[config.mk]
export PLATFORM = sky130hd
export DESIGN_NAME = nn_host_if
export DESIGN_NICKNAME = d
export VERILOG_FILES = /design/src/rtl/nn_pkg.sv /design/src/rtl/nn_host_if.sv
export SDC_FILE = /design/constraint.sdc
export NUM_CORES = 1
export LEC_CHECK = 0
export ABC_CLOCK_PERIOD_IN_PS = 13150
export CELL_PAD_IN_SITES_DETAIL_PLACEMENT = 0
export CELL_PAD_IN_SITES_GLOBAL_PLACEMENT = 2
export CORE_ASPECT_RATIO = 0.5
export CORE_MARGIN = 3
export CORE_UTILIZATION = 32
export DETAILED_ROUTE_END_ITERATION = 12
export PLACE_DENSITY = 0.78
export SYNTH_ARGS = -nofsm -noshare
export SYNTH_HDL_FRONTEND = slang
export SYNTH_SLANG_ARGS = --single-unit
[constraint.sdc]
create_clock -name clk -period 13.15 [get_ports clk]
set_input_delay 2.63 -clock clk [delete_from_list [all_inputs] [get_ports clk]]
set_output_delay 2.63 -clock clk [all_outputs]
set_load 0.02 [all_outputs]
[src/rtl/nn_pkg.sv]
`default_nettype none
// ============================================================================
// Module   : nn_pkg
// Purpose  : Shared definitions for the digit-classification engine and its
//            host-side driver: engine geometry, class-index width, the host
//            driver state encoding and the class code reported on timeout.
// Revision : 1.0 - initial release
// ============================================================================
package nn_pkg;

    localparam int N_LIP = 256;              // engine input image bits
    localparam int N_LOP = 10;               // number of output classes
    localparam int CLS_W = $clog2(N_LOP);    // class index width

    // Class code reported when the engine never signals done
    localparam logic [CLS_W-1:0] ERR_CLASS = {CLS_W{1'b1}};

    typedef enum logic [1:0] {
        LOAD      = 2'd0,
        START     = 2'd1,
        WAIT_DONE = 2'd2,
        OUT       = 2'd3
    } host_state_t;

endpackage
`default_nettype wire

[src/rtl/nn_host_if.sv]
`default_nettype none
// ============================================================================
// Module   : nn_host_if
// Purpose  : Host-side driver for the nn engine. Assembles a binary image from
//            a narrow valid/ready stream, runs the engine start/ack/done
//            handshake as initiator and returns the class on a valid/ready
//            result port, flagging framing, timeout and range errors.
// Ports    : clk, rst (async, active-high)
//            s_valid/s_ready/s_data/s_last : pixel beat stream in
//            nn_xi/nn_start/nn_ack/nn_done/nn_yi : engine handshake
//            m_valid/m_ready/m_class/m_err : result stream out
//            busy : high whenever not accepting image beats
// Revision : 1.0 - initial release
// ============================================================================
module nn_host_if
    import nn_pkg::*;
#(
    parameter int NPIX    = N_LIP,
    parameter int PW      = 16,
    parameter int NCLS    = N_LOP,
    parameter int TIMEOUT = 4096
) (
    input  logic                    clk,
    input  logic                    rst,
    input  logic                    s_valid,
    output logic                    s_ready,
    input  logic [PW-1:0]           s_data,
    input  logic                    s_last,
    output logic [NPIX-1:0]         nn_xi,
    output logic                    nn_start,
    input  logic                    nn_ack,
    input  logic                    nn_done,
    input  logic [$clog2(NCLS)-1:0] nn_yi,
    output logic                    m_valid,
    input  logic                    m_ready,
    output logic [$clog2(NCLS)-1:0] m_class,
    output logic                    m_err,
    output logic                    busy
);

    localparam int c_NBEAT = NPIX / PW;
    localparam int c_CW    = $clog2(NCLS);
    localparam int c_BW    = (c_NBEAT > 1) ? $clog2(c_NBEAT) : 1;
    localparam int c_TW    = $clog2(TIMEOUT + 1);

    localparam logic [c_BW-1:0] c_LAST_BEAT = c_BW'(c_NBEAT - 1);
    localparam logic [c_TW-1:0] c_TMO_LAST  = c_TW'(TIMEOUT - 1);
    localparam logic [c_CW:0]   c_NCLS      = (c_CW + 1)'(NCLS);
    localparam logic [c_CW-1:0] c_ERR_CLASS = {c_CW{1'b1}};

    host_state_t      r_state;
    host_state_t      w_state_next;
    logic [c_BW-1:0]  r_beat;
    logic [c_TW-1:0]  r_tmo_cnt;
    logic             r_frame_err;
    logic             r_done_q;
    logic [NPIX-1:0]  w_xi_next;
    logic             w_beat_acc;
    logic             w_at_last;
    logic             w_frame_end;
    logic             w_frame_bad;
    logic             w_done_rise;
    logic             w_timeout;
    logic             w_out_hs;
    logic             w_yi_bad;

    assign w_beat_acc  = s_valid & s_ready;
    assign w_at_last   = (r_beat == c_LAST_BEAT);
    assign w_frame_end = w_beat_acc & (s_last | w_at_last);
    // A frame is well formed only when s_last coincides with the final beat
    assign w_frame_bad = s_last ^ w_at_last;
    assign w_done_rise = nn_done & ~r_done_q;
    // Counter value one short of TIMEOUT: the limit is reached at this edge
    assign w_timeout   = (r_tmo_cnt == c_TMO_LAST);
    assign w_out_hs    = m_valid & m_ready;
    assign w_yi_bad    = ({1'b0, nn_yi} >= c_NCLS);

    // First beat of a frame starts from an all-zero image, so bits of an
    // early-terminated frame stay 0 and nothing from the last frame leaks.
    always_comb begin
        w_xi_next = (r_beat == '0) ? '0 : nn_xi;
        w_xi_next[int'(r_beat) * PW +: PW] = s_data;
    end

    // ---------------------------------------------------------------- FSM
    always_ff @(posedge clk or posedge rst) begin
        if (rst) begin
            r_state <= LOAD;
        end else begin
            r_state <= w_state_next;
        end
    end

    always_comb begin
        w_state_next = r_state;
        case (r_state)
            LOAD: begin
                if (w_frame_end) w_state_next = START;
            end
            START: begin
                if (w_timeout)   w_state_next = OUT;
                else if (nn_ack) w_state_next = WAIT_DONE;
            end
            WAIT_DONE: begin
                if (w_done_rise || w_timeout) w_state_next = OUT;
            end
            OUT: begin
                if (w_out_hs) w_state_next = LOAD;
            end
            default: w_state_next = LOAD;
        endcase
    end

    always_comb begin
        s_ready = (r_state == LOAD);
        busy    = (r_state != LOAD);
    end

    // ------------------------------------------------- registered datapath
    always_ff @(posedge clk or posedge rst) begin
        if (rst) begin
            r_beat      <= '0;
            r_tmo_cnt   <= '0;
            r_frame_err <= 1'b0;
            r_done_q    <= 1'b0;
            nn_xi       <= '0;
            nn_start    <= 1'b0;
            m_valid     <= 1'b0;
            m_class     <= '0;
            m_err       <= 1'b0;
        end else begin
            // done_q is frozen in START so a done edge rising together with
            // ack is still seen as an edge in the first WAIT_DONE cycle; a
            // level-high done left over from the last frame is tracked
            // through LOAD and therefore produces no edge.
            if (r_state != START) r_done_q <= nn_done;

            case (r_state)
                LOAD: begin
                    if (w_beat_acc) begin
                        nn_xi <= w_xi_next;
                        if (w_frame_end) begin
                            r_beat      <= '0;
                            r_tmo_cnt   <= '0;
                            nn_start    <= 1'b1;
                            r_frame_err <= r_frame_err | w_frame_bad;
                        end else begin
                            r_beat <= r_beat + 1'b1;
                        end
                    end
                end
                START: begin
                    r_tmo_cnt <= r_tmo_cnt + 1'b1;
                    if (w_timeout) begin
                        nn_start <= 1'b0;
                        m_valid  <= 1'b1;
                        m_class  <= c_ERR_CLASS;
                        m_err    <= 1'b1;
                    end else if (nn_ack) begin
                        nn_start <= 1'b0;
                    end
                end
                WAIT_DONE: begin
                    r_tmo_cnt <= r_tmo_cnt + 1'b1;
                    if (w_done_rise) begin
                        m_valid <= 1'b1;
                        m_class <= nn_yi;
                        m_err   <= r_frame_err | w_yi_bad;
                    end else if (w_timeout) begin
                        m_valid <= 1'b1;
                        m_class <= c_ERR_CLASS;
                        m_err   <= 1'b1;
                    end
                end
                OUT: begin
                    if (w_out_hs) begin
                        m_valid     <= 1'b0;
                        r_frame_err <= 1'b0;
                    end
                end
                default: ;
            endcase
        end
    end

endmodule
`default_nettype wire

; After elaboration in Yosys (flattened, before gate mapping)
; Index checks and enable logic that the tools add are counted.
[classes]
bitwise_logic = 9
n_shift = 2
addsub = 3
mux = 30
magnitude_cmp = 1
n_eq_ne = 11
n_reduce_logical = 16
[op_table]
columns = cell, count
row1 = 256-bit bitwise mux, 1
row2 = 256-bit 2-to-1 mux, 1
row3 = "16-bit by 33-bit variable shift with 256-bit output, first input constant", 1
row4 = 16-bit by 33-bit variable part select with 256-bit output, 1
row5 = 8-bit negation with 33-bit output, 1
row6 = 13-bit 2-to-1 mux, 2
row7 = 13-bit one-hot mux with 2 select lines, 1
row8 = "13-bit by 1-bit adder with 13-bit output, second input constant", 1
row9 = "13-bit by 12-bit == test with 1-bit output, second input constant", 1
row10 = 4-bit 2-to-1 mux, 3
row11 = 4-bit AND reduction, 3
row12 = 1-bit 2-to-1 mux, 11
row13 = 2-bit 2-to-1 mux, 5
row14 = 2-bit nonzero test, 5
row15 = 2-bit one-hot mux with 4 select lines, 1
row16 = 4-bit one-hot mux with 2 select lines, 1
row17 = "2-bit by 1-bit != test with 1-bit output, second input constant", 3
row18 = 1-bit one-hot mux with 2 select lines, 3
row19 = "4-bit by 1-bit adder with 4-bit output, second input constant", 1
row20 = 1-bit bitwise AND, 4
row21 = "2-bit == test, second input constant", 2
row22 = "4-bit == test, second input constant", 1
row23 = "4-bit >= comparator, second input constant", 1
row24 = 4-bit zero test, 1
row25 = other kinds (13), 17
[totals]
out_inout_bits = 265
word_cells = 82
input_bits = 27
ff_bits = 284

; Logic depth before layout (Yosys ltp)
[depth]
depth_word = 6
depth_mapped = 12
depth_no_buf = 7

; Worst setup path after synthesis
; No wires, ideal clock.
[synth_path]
path_kind = input -> register
start = input port s_last
end = register r_tmo_cnt[8]
t_arrival_ns = 3.880
n_path_buf = 1
required_time_ns = 13.014
stages = 7
setup_ns = 0.136
setup_slack_ns = 9.133
cell_sequence = inv_1 -> ha_1 -> nand3b_1 -> buf_2 -> a2111oi_0 -> xnor2_1 -> nor2_1
[synth_between]
elab_chain_len = 4
[synth_lines]
columns = element, line_no
row1 = "start, declared", nn_host_if.sv:28  ; input logic s_last,
row2 = 1-bit OR, nn_host_if.sv:69  ; assign w_frame_end = w_beat_acc & (s_last | w_at_last);
row3 = 1-bit bitwise AND, nn_host_if.sv:69
row4 = 2-bit by 1-bit != test with 1-bit output (no line), --
row5 = 3-bit AND reduction (no line), --
row6 = "end signal, assigned", nn_host_if.sv:153  ; r_tmo_cnt <= r_tmo_cnt + 1'b1;
row7 = "end signal, assigned", nn_host_if.sv:164  ; r_tmo_cnt <= r_tmo_cnt + 1'b1;
row8 = "end, declared", nn_host_if.sv:54  ; logic [c_TW-1:0] r_tmo_cnt;
; Every way passes these cells.
; A chain may end at the register's enable or synchronous reset.

; Worst setup path in the final report
[layout_path]
start = register r_state[0]
end = output port busy
[layout_between]
elab_chain_len = 1
[layout_lines]
columns = element, line_no
row1 = "start, declared", nn_host_if.sv:51  ; host_state_t r_state;
row2 = "start signal, assigned", nn_host_if.sv:90  ; r_state <= w_state_next;
row3 = 2-bit nonzero test, nn_host_if.sv:116  ; busy = (r_state != LOAD);
row4 = "end, declared", nn_host_if.sv:38  ; output logic busy
; Every way passes these cells.

==> results.ini <==
[status]
outcome=complete, no violations

[sta]
layout_min_cycle_time_ns=5.03
clock_skew_ns=0.0107
max_clock_freq_mhz=199
report.final.hold_viol_count=0
finalMaxSlewViolations=0
rsz0062_at_grt=no
maxSlewHeadroom=0.153
setup_viol=0
fin_crit_sh=0.383
tightest_slew_ns=1.27
setup_tns_ns=0

[synthesis]
synth_edf_count=0
syn-cell-area_um2=12000
synth.top_cell.area_share=0.593
netlist.top_cell.by_area=dfrtp_1
synthCells=1051
ys_seq_area_frac=0.593
synth_area_leaders=dfrtp_1 59%, a32o_1 6.0%, mux2i_1 5.6%
synth_commonest_cells=284 x dfrtp_1, 152 x nand2_1, 92 x nand3_1
yosys_warnings=0
synth_flop_cell=dfrtp_1
synthArstFlopShare=1.00
syn_area_per_cell_um2=11.4
synth.most_common_cell=dfrtp_1
synth_nets=1089
synth_seq_cells=284
synth_cell_types=59

[job]
max_cap_viol_count=0

[setup_path]
crit_path_end_kind=primary output
critPathSlowestCell=clkdlybuf4s50_1
cp-start-kind=flop
max_stage_delay_ns=0.58
required_ns=10.52
critPathBufInv=3
crit_chain=inv_1 > ha_1 > inv_1 > clkdlybuf4s50_1
critPathTopFamily=buffers and inverters
path_common_cell=inv_1
cp.depth=4
reg2reg_depth=7
crit_fanout=16
arrival_ns=2.40
path_class=flop to primary output

[grt]
overflow=0
first_global_vias=9339
grt.total_usage=0.199
gr-usage-met2=0.350
grt_pass1_wl_um=61100
grtUsageMet3=0.0261
use_met1=0.261
grt.busiest_layer=met2
grt_max_degree=151
antenna_found_initial=0

[place]
place_congestion=0.821
place_area_um2=15100
portBuffers=291
dpl.hpwl_um=27400

[clock_network]
cts_num_sinks=284
clk_path_buf_depth=3
post_cts.repair.setup_buffers=0
cts_inserted_buffers=28
htreeDepth=1
cts-root-buf=clkbuf_16
cts_hold_buf=0
clk_latency_ns=0.55
cts_tree=done
clkTransAtPathRegs_ns=0.06
cts_resized=0

[floorplan]
dieArea_um2=40000
die_w_um=280
core_area_um2=36400
initial_core_util=0.329
die_h_um=143
io_pins=292
fp-row-count=49

[routing]
dr.first_iter.drc_count=699
postRouteAntennaNets=0
routedWlPerCell_um=22.7
num_vias=9362
dr.pass1.iters=5
routed_wl_um=40600
drc=0
avgViaCountPerCell=5.22

[pwr]
power_density_nw_per_um2=168
ir_worst_vdd_mv=0.112
leakage_nw=6.95

[hold_path]
min_path_type=flop to flop
holdPathStages=1

[finish]
layout-drive-gt1-share=0.0603
fin_nets=1328
stdcell_area_um2=16100
area_growth_pct=33.9
antenna_cells=0

-- metal layers --
| layer | wire length, µm | vias to the layer above |
|---|---|---|
| met5 | 0 | - |
| met4 | 1140 | 0 |
| met3 | 1370 | 54 |
| met2 | 20700 | 197 |
| met1 | 17500 | 4831 |
| li1 | - | 4280 |
-- registers in the layout, indices dropped and copies added, names as in the netlist --
name,cells
m_valid,1
r_beat,4
nn_xi,256
r_state,2
m_err,1
r_done_q,1
r_frame_err,1
r_tmo_cnt,13
m_class,4
nn_start,1
-- worst paths after layout --
path	startpoint	to	slack (ns)
worst max-delay path	r_state[0]$_DFFE_PP0P_	busy	8.12
worst min-delay path	m_class[1]$_DFFE_PP0N_	m_class[1]$_DFFE_PP0N_	0.49
worst max register to register	r_beat[0]$_DFFE_PP0P_	nn_xi[175]$_DFFE_PP0P_	9.37
worst min register to register	m_class[1]$_DFFE_PP0N_	m_class[1]$_DFFE_PP0N_	0.49
max in group asynchronous	rst	nn_xi[126]$_DFFE_PP0P_	8.86
min in group asynchronous	rst	nn_xi[217]$_DFFE_PP0P_	2.64
-- power breakdown --
part,leakage [nW],switching [mW],total [mW],internal [mW]
Sequential,3.92,0.0930,1.06,0.966
Combinational,2.58,0.552,0.829,0.276
Clock,0.454,0.343,0.816,0.473
-- stage by stage --
stage / utilization / hold WS, ns / total power, mW / worst slack, ns / cells
after global placement: 0.415 / 0.476 / 1.88 / 7.78 / 1744
after floorplan: - / 0.470 / 1.59 / 2.68 / 1051
after global routing: 0.441 / 0.504 / 2.84 / 7.89 / 1794
final: 0.441 / 0.491 / 2.70 / 8.12 / 1794
after CTS: 0.441 / 0.494 / 2.73 / 8.11 / 1794
after detailed placement: 0.415 / 0.480 / 1.90 / 7.62 / 1744
-- cell type report --
| class | count | area (µm²) |
|---|---|---|
| Tap cell | 484 | 606 |
| Clock buffer | 46 | 880 |
| Inverter | 13 | 56.3 |
| Clock inverter | 4 | 47.5 |
| Timing Repair Buffer | 301 | 2990 |
| Fill cell | 3433 | 20400 |
| Sequential cell | 284 | 7110 |
| Multi-Input combinational cell | 662 | 4370 |
-- cell usage in the layout (no fill, tap or decap), drive strengths merged, types with 3 or more instances in the layout --
cell,synthesis,final
nand2b,5,5
or3,3,3
mux2,5,5
nand4,8,8
buf,42,10
clkdlybuf4s50,0,291
a211oi,3,3
clkinv,1,3
nand3,92,92
or2,3,3
a2111oi,4,4
a22o,37,37
mux2i,67,67
a32o,72,72
clkbuf,50,46
xnor2,7,7
and2,5,5
o31ai,3,3
nor3,12,12
inv,12,12
dfrtp,284,284
ha,11,11
and3,7,7
o21ai,93,93
a21oi,9,9
nor2,23,23
nand2,152,152
nor2b,13,13
o22a,5,5
-- kinds of logic (layout without fill, tap and decap cells) --
kind of cell	after synthesis	in the layout	share of synthesized area
and+or+nand+nor	333	333	0.135
DFF	284	284	0.593
AOI/OAI and AO/OA	238	238	0.149
buffers and inverters	105	364	0.0447
muxes	72	72	0.0606
adders and majority gates	11	11	0.0115
xor gates and xnor gates	8	8	0.00647
Power figures use the tool's default switching activity.
